## src/rtl/note_seq.sv

```systemverilog
`default_nettype none
`timescale 1ns/1ps
// ============================================================================
//  Module   : note_seq
//  Purpose  : 16-step note sequencer driving a synth's trig/osc_count inputs.
//             Define NOTE_SEQ_MIN_GATE_EN to enforce a MIN_GATE-tick floor
//             on the gate of every non-rest step.
//  Revision : 1.0  initial release
// ============================================================================
module note_seq #(
   parameter int TICK_DIV = 256,
   parameter int MIN_GATE = 2048
) (
   input  logic        clk,
   input  logic        rst,
   input  logic        wr_en,
   input  logic [3:0]  wr_addr,
   input  logic [7:0]  wr_data,
   input  logic        play,
   input  logic [3:0]  last_step,
   input  logic [15:0] step_len,
   input  logic [15:0] gate_len,
   output logic        trig,
   output logic [11:0] osc_count,
   output logic [3:0]  step_idx,
   output logic        step_strobe,
   output logic        playing
);

   localparam int c_presc_w = (TICK_DIV > 1) ? $clog2(TICK_DIV) : 1;
   localparam logic [c_presc_w-1:0] c_presc_last = c_presc_w'(TICK_DIV - 1);
`ifdef NOTE_SEQ_MIN_GATE_EN
   localparam logic [31:0] c_gate_floor = 32'(MIN_GATE);
`else
   // A zero floor leaves gate_len untouched, so gate_len=0 means no trig.
   localparam logic [31:0] c_gate_floor = 32'(MIN_GATE) & 32'd0;
`endif

   typedef enum logic [0:0] {
      IDLE = 1'b0,
      PLAY = 1'b1
   } state_t;

   function automatic logic [11:0] osc_of(input logic [7:0] w);
      logic [11:0] base;
      case (w[3:0])
         4'd0:    base = 12'd611;
         4'd1:    base = 12'd576;
         4'd2:    base = 12'd544;
         4'd3:    base = 12'd513;
         4'd4:    base = 12'd484;
         4'd5:    base = 12'd457;
         4'd6:    base = 12'd431;
         4'd7:    base = 12'd407;
         4'd8:    base = 12'd384;
         4'd9:    base = 12'd363;
         4'd10:   base = 12'd342;
         default: base = 12'd323;
      endcase
      return base >> w[6:4];
   endfunction

   state_t                 state_q, state_d;
   logic [7:0]             pat_q [16];
   logic [7:0]             word_q, word_d;
   logic [c_presc_w-1:0]   presc_q, presc_d;
   logic [15:0]            tick_q, tick_d;
   logic [3:0]             idx_q, idx_d;
   logic                   trig_q, trig_d;
   logic [11:0]            osc_q, osc_d;
   logic                   strobe_q, strobe_d;
   logic                   playing_q, playing_d;

   logic [15:0] len_eff;
   logic [31:0] gate_eff;
   logic        step_end;
   logic [3:0]  next_idx;
   logic        do_start;
   logic [3:0]  start_idx;
   logic [7:0]  new_word;

   assign len_eff  = (step_len == 16'd0) ? 16'd1 : step_len;
   assign gate_eff = ({16'd0, gate_len} > c_gate_floor) ? {16'd0, gate_len} : c_gate_floor;
   assign step_end = (presc_q == c_presc_last) && (tick_q >= (len_eff - 16'd1));
   // ">=" also catches last_step lowered below the playing step.
   assign next_idx = (idx_q >= last_step) ? 4'd0 : idx_q + 4'd1;

   always_comb begin
      state_d   = state_q;
      word_d    = word_q;
      presc_d   = presc_q;
      tick_d    = tick_q;
      idx_d     = idx_q;
      trig_d    = trig_q;
      osc_d     = osc_q;
      strobe_d  = 1'b0;
      playing_d = playing_q;
      do_start  = 1'b0;
      start_idx = 4'd0;
      new_word  = 8'h80;

      case (state_q)
         IDLE: begin
            presc_d   = '0;
            tick_d    = 16'd0;
            trig_d    = 1'b0;
            idx_d     = 4'd0;
            playing_d = 1'b0;
            if (play) begin
               state_d  = PLAY;
               do_start = 1'b1;
            end
         end
         PLAY: begin
            if (!play) begin
               state_d   = IDLE;
               trig_d    = 1'b0;
               playing_d = 1'b0;
               idx_d     = 4'd0;
               presc_d   = '0;
               tick_d    = 16'd0;
            end else if (step_end) begin
               do_start  = 1'b1;
               start_idx = next_idx;
            end else begin
               if (presc_q == c_presc_last) begin
                  presc_d = '0;
                  tick_d  = tick_q + 16'd1;
               end else begin
                  presc_d = presc_q + c_presc_w'(1);
               end
               trig_d = !word_q[7] && ({16'd0, tick_d} < gate_eff);
            end
         end
         default: state_d = IDLE;
      endcase

      // Step start: latch the word so later writes only affect the next visit.
      if (do_start) begin
         new_word  = pat_q[start_idx];
         idx_d     = start_idx;
         word_d    = new_word;
         presc_d   = '0;
         tick_d    = 16'd0;
         strobe_d  = 1'b1;
         playing_d = 1'b1;
         trig_d    = !new_word[7] && (gate_eff != 32'd0);
         if (!new_word[7]) begin
            osc_d = osc_of(new_word);
         end
      end
   end

   always_ff @(posedge clk) begin
      if (rst) begin
         for (int i = 0; i < 16; i++) begin
            pat_q[i] <= 8'h80;
         end
      end else if (wr_en) begin
         pat_q[wr_addr] <= wr_data;
      end
   end

   always_ff @(posedge clk) begin
      if (rst) begin
         state_q   <= IDLE;
         word_q    <= 8'h80;
         presc_q   <= '0;
         tick_q    <= 16'd0;
         idx_q     <= 4'd0;
         trig_q    <= 1'b0;
         osc_q     <= 12'd0;
         strobe_q  <= 1'b0;
         playing_q <= 1'b0;
      end else begin
         state_q   <= state_d;
         word_q    <= word_d;
         presc_q   <= presc_d;
         tick_q    <= tick_d;
         idx_q     <= idx_d;
         trig_q    <= trig_d;
         osc_q     <= osc_d;
         strobe_q  <= strobe_d;
         playing_q <= playing_d;
      end
   end

   assign trig        = trig_q;
   assign osc_count   = osc_q;
   assign step_idx    = idx_q;
   assign step_strobe = strobe_q;
   assign playing     = playing_q;

endmodule
`default_nettype wire

```

## config.mk

```make
export PLATFORM = sky130hd
export DESIGN_NAME = note_seq
export DESIGN_NICKNAME = d
export VERILOG_FILES = /design/src/rtl/note_seq.sv
export SDC_FILE = /design/constraint.sdc
export NUM_CORES = 1
export LEC_CHECK = 0
export ABC_AREA = 1
export CORE_MARGIN = 2
export CORE_UTILIZATION = 64
export DETAILED_ROUTE_END_ITERATION = 6
export PLACE_DENSITY_LB_ADDON = 0.15
export SYNTH_ARGS = -nofsm -noshare
export SYNTH_HDL_FRONTEND = slang
export SYNTH_SLANG_ARGS = --single-unit
export TNS_END_PERCENT = 5
```

## constraint.sdc

```tcl
create_clock -name clk -period 8.8 [get_ports clk]
set_clock_uncertainty 0.05 [all_clocks]
set_input_delay 1.76 -clock clk [delete_from_list [all_inputs] [get_ports clk]]
set_output_delay 1.76 -clock clk [all_outputs]
set_load 0.03 [all_outputs]
```

==> results.yml <==
synthesis:
  syn-cell-area_um2: 9930
  synth-edff-count: 128
  synth-async-reset-ratio_pct: 0
  synth_ff_type: "edfxtp_1"
  avgSynthCellArea_um2: 8.18
  ys_types: 49
  synth_area_leader_cell: "edfxtp_1"
  synthSimpleGateAreaFrac_pct: 30.3
  syn_inst: 1214
  synthMuxAreaShare_pct: 0.705
  synthXorXnorAreaFrac_pct: 2.56
  ys_ff_latch: 171
  seq_area_frac_synth_pct: 47.4
  synth_top_family_by_area: "simple AND/OR/NAND/NOR gates"
  synthAdderAreaFrac_pct: 5.54
  synth_compound_area_share_pct: 5.09
  synthDominantCellAreaShare_pct: 38.7
  yosysWarnings: 0
  synthTopCellsByArea: "edfxtp_1 39%, nand2_1 10%, dfxtp_1 8.7%"
finish:
  drive_gt1_share_pct: 6.81
  fill_cells: 1141
  final_cell_mix: "273 x nand2_1, 168 x nor2_1, 145 x inv_1"
  multiInputGateArea_um2: 4400
  nets: 1360
  stdcell_count: 1465
  final_util_pct: 74.2
  antenna_cells: 0
  final_common_cell: "nand2_1"
  seq_area_um2: 4700
  area_growth_pct: 13.5
cts:
  clockBufferDepth: 2
  cts.sinks: 171
  cts_made_buffers: 17
  cts_setup_buffers: 0
  cts_resized: 0
  cts_root_buf: "clkbuf_16"
  cts_tree: "yes"
  h-tree-depth: 4
  holdBufCountCts: 0
  clkTransAtPathRegs_ps: 60
  clock_latency_ps: 440
die:
  dieArea_um2: 16500
  ios: 71
  num_rows: 45
  core_area_um2: 15200
  die_x_um: 129
  initial_core_util_pct: 65.3
  die_h_um: 129
critical_path:
  r2r_cells: 25
  slowest_delay_ps: 530
  crit_type: "primary input to flip-flop"
  crit_path_end_kind: "flip-flop"
  startpoint: "step_len[10]"
  crit_arrival_ps: 7780
  worstPathRequired_ps: 9080
  worst_path_max_delay_cell: "clkdlybuf4s50_1"
  cp_max_fo: 37
  reg2reg_from: "step_idx[0]$_SDFFE_PP0P_"
  crit_path_start_kind: "primary input"
  path_common_cell: "nand2_1"
run_status:
  outcome: "finished with violations"
  violations: "DRC"
power_and_ir_drop:
  powerDensity_nw_per_um2: 162
  peakVddDrop_mv: 0.129
  pwr-share-comb_pct: 9.6
  switching_share_pct: 25.8
  pwr-share-clk_pct: 40.3
  p_seq_share_pct: 50.1
  power_leakage_nw: 4.87
  fin_total_pwr_mw: 1.83
  p_int_mw: 1.36
  p_sw_mw: 0.471
grt:
  grt_pass1_vias: 8200
  grt_pass1_wl_um: 41900
  grt_max_degree: 51
  antenna_found_initial: 0
  grt-ovfl-total: 0
  grt_usage_pct: 33.3
job:
  max-cap-violations: 0
timing:
  hold_violations: 0
  fmax_mhz: 133
  slew_viol_final: 0
  setup-violations-final: 0
  fin_crit_sh_pct: 85.2
  worst_slew_pin_slew_ps: 828
  setup_tns_ps: 0
  holdWs_ps: 413
  rsz0062_at_grt: "no"
  slew_headroom_pct: 44.7
  min_period_ps: 7490
placed_design:
  dp_hpwl_um: 18000
  dp.cells: 1433
  port_buffers: 68
  gp_congestion: 0.925
route:
  drc: 1
  num_vias: 8630
  viasPerCell: 5.89
  first_pass_iters: 7
  drtIter0Drc: 1078
  post_drt_wl_per_cell_um: 18.0
  finalWirelength_um: 26400
  drtAntennaViolNets: 0
worst_hold_path:
  hold_class: "flip-flop to flip-flop"
  hold_start: "osc_count[7]$_SDFFE_PP0P_"
  hold_depth: 2
[synth_stat cells, types with 2 or more instances]
library cell  number
xor2_1            21
o21ai_1            4
nor2_1           169
nand3_1          138
nor2_4             3
buf_6              5
edfxtp_1         128
nor3_2             2
clkbuf_1          19
buf_1              5
inv_1            145
a211oi_1           2
nor4_1             7
xnor2_1            8
buf_4              4
inv_2             11
mux2_4             2
mux2i_1            4
dfxtp_1           43
o31ai_1            2
o211ai_1           5
nand2_1          273
nand2_2           10
o21ai_0           14
buf_2             14
nand4_4            2
a21oi_1           56
nor3_1             5
nand3b_1           3
nand4_1           42
nand3_2            5
ha_1              44
nor2_2             3
[path summary, 6_finish.rpt]
path | endpoint | slack, ps
max | osc_count[2]$_SDFFE_PP0P_ | 1310
min | osc_count[7]$_SDFFE_PP0P_ | 410
max reg2reg | osc_count[2]$_SDFFE_PP0P_ | 4560
min reg2reg | osc_count[7]$_SDFFE_PP0P_ | 410
[critical path: cells and delay by family]
| family | cells | cell delay [ps] |
|---|---|---|
| simple gates | 23 | 3420 |
| buf+inv | 7 | 1160 |
| compound gates | 5 | 920 |
| fa+ha+maj | 2 | 450 |
[metrics by stage]
stage / cell area (um2) / setup WS, ps
after global routing: 11300 / 596
after floorplan: 9940 / 2640
after detailed placement: 10700 / 958
after global placement: 10700 / 1160
final: 11300 / 1310
after CTS: 11300 / 1390
[layout make-up]
type                    instances  share of cell area, %
repair buffers                 77                   6.86
multi-input cells             840                   39.1
clock inverters                15                   1.27
well taps                     188                   2.09
flip-flops and latches        171                   41.7
inverters                     157                   5.24
clock buffers                  17                   3.77
[routing by layer]
layer	wire length, um	vias to the layer above	global-route usage, %
met1	10500	3944	44.0
li1	-	4132	-
met4	754	0	12.9
met5	0	-	0
met2	12600	490	54.9
met3	2470	64	6.24
[power by group through the flow]
stage / Combinational (mW) / Sequential (mW) / Clock (mW)
after floorplan: 0.100 / 0.935 / 0
after global placement: 0.169 / 0.933 / 0
after detailed placement: 0.172 / 0.934 / 0
after CTS: 0.174 / 0.917 / 0.735
after global routing: 0.193 / 0.920 / 0.767
final: 0.176 / 0.917 / 0.738
[logic make-up after synthesis]
| kind of cell | after synthesis |
|---|---|
| AO/OA/AOI/OAI | 91 |
| other | 1 |
| XOR/XNOR | 29 |
| multiplexers | 6 |
| flip-flops | 171 |
| buffers and inverters | 204 |
| adder cells (fa/ha/maj) | 44 |
| AND/OR/NAND/NOR | 668 |
[flip-flops by register name, indices dropped and copies added, names as in the netlist]
| register | flops |
|---|---|
| state_q | 1 |
| trig | 1 |
| word_q | 1 |
| playing | 1 |
| step_idx | 4 |
| tick_q | 16 |
| osc_count | 10 |
| pat_q | 128 |
| step_strobe | 1 |
| presc_q | 8 |
Power figures use the tool's default switching activity.
